`src/rtl/sha_sigma_pipe.sv`:
```
// Pipelined SHA-2 sigma unit (Σ0/Σ1/σ0/σ1, 32- or 64-bit) with valid/ready flow control and tag pass-through.
// Optional build macro: SHA_SIGMA_ZERO_IDLE_EN forces out_data/out_tag to zero while out_valid is low.
module sha_sigma_pipe #(
    parameter int WORD_W      = 32,
    parameter int PIPE_STAGES = 2,
    parameter int TAG_W       = 6
) (
    input  logic              clk,
    input  logic              rst_n,
    input  logic              in_valid,
    output logic              in_ready,
    input  logic [1:0]        in_mode,
    input  logic [WORD_W-1:0] in_data,
    input  logic [TAG_W-1:0]  in_tag,
    output logic              out_valid,
    input  logic              out_ready,
    output logic [WORD_W-1:0] out_data,
    output logic [TAG_W-1:0]  out_tag
);

    localparam bit W64 = (WORD_W == 64);

    localparam int unsigned BS0_A = W64 ? 28 : 2;
    localparam int unsigned BS0_B = W64 ? 34 : 13;
    localparam int unsigned BS0_C = W64 ? 39 : 22;
    localparam int unsigned BS1_A = W64 ? 14 : 6;
    localparam int unsigned BS1_B = W64 ? 18 : 11;
    localparam int unsigned BS1_C = W64 ? 41 : 25;
    localparam int unsigned SS0_A = W64 ? 1  : 7;
    localparam int unsigned SS0_B = W64 ? 8  : 18;
    localparam int unsigned SS0_C = W64 ? 7  : 3;
    localparam int unsigned SS1_A = W64 ? 19 : 17;
    localparam int unsigned SS1_B = W64 ? 61 : 19;
    localparam int unsigned SS1_C = W64 ? 6  : 10;

    if (WORD_W != 32 && WORD_W != 64) begin : g_bad_word_w
        $error("sha_sigma_pipe: WORD_W must be 32 or 64");
    end
    if (PIPE_STAGES != 1 && PIPE_STAGES != 2) begin : g_bad_stages
        $error("sha_sigma_pipe: PIPE_STAGES must be 1 or 2");
    end

    function automatic logic [WORD_W-1:0] rotr(input logic [WORD_W-1:0] x, input int unsigned n);
        return (x >> n) | (x << (WORD_W - n));
    endfunction

    logic [WORD_W-1:0] term_a, term_b, term_c;

    // Third term is a rotate for the big sigmas and a zero-fill shift for the small ones.
    always_comb begin
        term_a = '0;
        term_b = '0;
        term_c = '0;
        case (in_mode)
            2'b00: begin
                term_a = rotr(in_data, BS0_A);
                term_b = rotr(in_data, BS0_B);
                term_c = rotr(in_data, BS0_C);
            end
            2'b01: begin
                term_a = rotr(in_data, BS1_A);
                term_b = rotr(in_data, BS1_B);
                term_c = rotr(in_data, BS1_C);
            end
            2'b10: begin
                term_a = rotr(in_data, SS0_A);
                term_b = rotr(in_data, SS0_B);
                term_c = in_data >> SS0_C;
            end
            default: begin
                term_a = rotr(in_data, SS1_A);
                term_b = rotr(in_data, SS1_B);
                term_c = in_data >> SS1_C;
            end
        endcase
    end

    logic              st_valid;
    logic [WORD_W-1:0] st_data;
    logic [TAG_W-1:0]  st_tag;
    logic              first_load;

    if (PIPE_STAGES == 1) begin : g_one_stage
        logic last_load;

        assign last_load  = !st_valid || out_ready;
        assign first_load = last_load;

        always_ff @(posedge clk) begin
            if (!rst_n) begin
                st_valid <= 1'b0;
                st_data  <= '0;
                st_tag   <= '0;
            end else if (last_load) begin
                st_valid <= in_valid;
                if (in_valid) begin
                    st_data <= term_a ^ term_b ^ term_c;
                    st_tag  <= in_tag;
                end
            end
        end
    end else begin : g_two_stage
        logic              s1_valid;
        logic [WORD_W-1:0] s1_a, s1_b, s1_c;
        logic [TAG_W-1:0]  s1_tag;
        logic              s1_load, s2_load;

        // A stage may load when empty or when its occupant leaves on the same edge.
        assign s2_load    = !st_valid || out_ready;
        assign s1_load    = !s1_valid || s2_load;
        assign first_load = s1_load;

        always_ff @(posedge clk) begin
            if (!rst_n) begin
                s1_valid <= 1'b0;
                s1_a     <= '0;
                s1_b     <= '0;
                s1_c     <= '0;
                s1_tag   <= '0;
                st_valid <= 1'b0;
                st_data  <= '0;
                st_tag   <= '0;
            end else begin
                if (s2_load) begin
                    st_valid <= s1_valid;
                    if (s1_valid) begin
                        st_data <= s1_a ^ s1_b ^ s1_c;
                        st_tag  <= s1_tag;
                    end
                end
                if (s1_load) begin
                    s1_valid <= in_valid;
                    if (in_valid) begin
                        s1_a   <= term_a;
                        s1_b   <= term_b;
                        s1_c   <= term_c;
                        s1_tag <= in_tag;
                    end
                end
            end
        end
    end

    assign in_ready  = rst_n && first_load;
    assign out_valid = st_valid;

`ifdef SHA_SIGMA_ZERO_IDLE_EN
    assign out_data = st_valid ? st_data : '0;
    assign out_tag  = st_valid ? st_tag  : '0;
`else
    assign out_data = st_data;
    assign out_tag  = st_tag;
`endif

endmodule
```
`config.mk`:
```
export PLATFORM = sky130hd
export DESIGN_NAME = sha_sigma_pipe
export DESIGN_NICKNAME = d
export VERILOG_FILES = /design/src/rtl/sha_sigma_pipe.sv
export SDC_FILE = /design/constraint.sdc
export NUM_CORES = 1
export LEC_CHECK = 0
export ABC_AREA = 0
export BUFFER_PORTS_ARGS = -buffer_cell sky130_fd_sc_hd__buf_2
export CORE_ASPECT_RATIO = 1.5
export CORE_MARGIN = 2
export CORE_UTILIZATION = 41
export DETAILED_ROUTE_END_ITERATION = 8
export PLACE_DENSITY_LB_ADDON = 0.12
export SETUP_SLACK_MARGIN = 0.02
export SYNTH_ARGS = -nofsm -noshare
export SYNTH_HDL_FRONTEND = slang
export SYNTH_SLANG_ARGS = --single-unit
```
`constraint.sdc`:
```
create_clock -name clk -period 1.8 [get_ports clk]
set_input_delay 0.36 -clock clk [delete_from_list [all_inputs] [get_ports clk]]
set_output_delay 0.36 -clock clk [all_outputs]
set_load 0.01 [all_outputs]
```
==> run metrics <==
Pwr Total=8440 uW; Final #Nets=810; routed wire length per instance=26.4 um; CP Capture Type=output port; area share of fa/ha/maj cells after synthesis=0%; Static Leak=0.00349 uW; Post-Syn Instances=683; Post-Syn Area per Cell=9.83 um^2; grt total ovfl=0; critical path peak fanout=13; Port-buffer cells=83; Post-synth top cells=dfxtp_1, a32o_1, nand2_1; Seq/Total Area, Yosys=42.3%; mux cell area share after synthesis=1.49%; HP Class=input port to flip-flop; first-pass GRT wire length=38.4 mm; final wirelength=26.0 mm; hold slack=196 ps; die width=108 um; CTS tree=built; drt pass-1 iters=5; post-route setup TNS=0 ps; Synth area leader=dfxtp_1; Clock Pin Slew Worst Setup and Hold Paths=60 ps; largest family of logic cells by synthesized area=compound AO/OA/AOI/OAI gates; max-cap viol count=0; initial antenna violation count=0; placed wire-length estimate=20.0 mm; latest clock arrival within the worst-skew pair=420 ps; top post-synthesis cells by area=dfxtp_1, a32o_1, o21bai_1, o211a_1, xnor2_1; WS Path Type=flip-flop to output port; Final Max Slew Viols=0; worst-margin pin slew=591 ps; post-route clock period utilization=92.0%; IO Pins=84; Mapped Area=0.00671 mm^2; # DRC=0; Fin. Hold Viols=0; Die H=161 um; 1st-iter DRT viols=552; Fmax=604 MHz; vias in the first global route=5,987; Num CTS Buffers=17; DR vias=6,065; synthesized flop and latch total=142; Synth Area in Simple Gates=11.6%; GP Congestion=0.950; relative slew slack=60.5%; Util after Layout=49.9%; RSZ-0062 raised after global routing=no; die area=0.0174 mm^2; clk root buf=clkbuf_16; n_diodes=0; syn nets=727; Setup Fix Bufs, Post-CTS=0; most common cell in the netlist=dfxtp_1; status=completed; CTS H-tree depth=4; worst vdd ir=0.000665 V; XOR/XNOR Fraction of Synth Area=8.35%; CP Launch Type=flip-flop; Final ANT Viol Nets=0; Worst Path Arrival=1300 ps; Post-synth ARST share=0%; Setup-failing EPs final=0; yosys warns=0; Top FF cell, synth=dfxtp_1; clock tree buffer depth=2; post-synthesis compound-gate area fraction=30.8%; number of clock sinks=142; required time worst endpoint=1440 ps; core area=0.0161 mm^2; Vias/cell=6.16; EDFF count, synth=0; largest net degree at the start of global routing=56; share of Yosys cell area claimed by the top area cell type=42.3%; # rows=57; Netlist cell types=34; final clock skew=11.2 ps; Final min period=1660 ps; gr usage total=30.4%; Synth-to-Final Area Change=19.7%; Starting Density=41.7%; PwrDens=1050 mW/mm^2; layout cell share with drive strength beyond 1=20.6%
worst paths after layout:
path / slack (ps) / cells past startpoint / from / endpoint
worst min register to register: 460 / 2 / out_data[27] / out_data[27]
worst min-delay path: 200 / 3 / in_tag[5] / g_two_stage.s1_tag[5]
worst max-delay path: 140 / 3 / g_two_stage.s1_valid / in_ready
worst max register to register: 270 / 4 / g_two_stage.s1_valid / g_two_stage.s1_c[17]
area by class of cell:
class / count / area [um^2]
timing repair buffer: 121 / 838
multi-input combinational: 481 / 3520
sequential: 142 / 2850
tap: 206 / 258
clock inverter: 13 / 140
inverter: 3 / 11.3
clock buffer: 18 / 429
fill: 1583 / 8080
placed cells by master (no fill, tap or decap), types with 2 or more instances in the layout:
master,n
dfxtp_1,140
a32o_1,89
buf_2,83
nand2_1,54
o21bai_1,52
nor2b_1,33
xor2_1,32
xnor2_1,32
o22ai_1,32
o211a_1,32
nor2_1,31
buf_4,27
o21ai_0,19
a21oi_1,17
clkbuf_16,17
nand3_1,13
nand2b_1,11
buf_12,11
mux2i_1,10
nand3b_1,4
a22o_1,4
clkinv_2,4
or4_1,3
o2bb2ai_1,3
clkinvlp_4,3
inv_1,2
a211o_1,2
bufinv_16,2
inv_6,2
dfxtp_2,2
routing by layer:
layer | up-vias | track usage (%) | part of all wire, %
met5 | - | 0 | 0
met1 | 2947 | 36.6 | 38
met4 | 0 | 18.6 | 6.6
li1 | 2741 | - | -
met2 | 305 | 50.8 | 49
met3 | 72 | 3.61 | 6.4
state kept, by name (all words and copies together), names as in the netlist:
register and flops:
g_two_stage.s1_a 32, g_two_stage.s1_b 32, g_two_stage.s1_c 32, out_valid 1, out_data 32, g_two_stage.s1_valid 1, g_two_stage.s1_tag 6, out_tag 6
where the power goes:
part / total (uW) / internal, uW / switching (uW)
registers: 3570 / 3390 / 180
clock network: 3460 / 2040 / 1420
logic: 1410 / 596 / 813
total: 8440 / 6020 / 2410
cells by family after synthesis:
kind of cell / Yosys count
muxes: 10
DFF: 142
AOI/OAI and AO/OA: 251
and+or+nand+nor: 156
buffers and inverters: 60
xor gates and xnor gates: 64
metrics by stage:
step	instance area [um^2]	worst slack (ps)	std cells
after floorplan	6710	399	683
after global placement	7470	0.740	953
after detailed placement	7470	59.8	953
after CTS	8040	58.7	984
after global routing	8040	70.1	984
final	8040	144	984
critical path, stage by stage (launching register included):
cell	delay, ps
dfxtp_2	390
and3b_4	300
nor2_1	50
buf_2	140
what timing repair did:
item	in CTS	in global routing
hold buffers	0	0
setup endpoints to repair	0	1
gates resized for setup	0	2
Power figures use the tool's default switching activity.
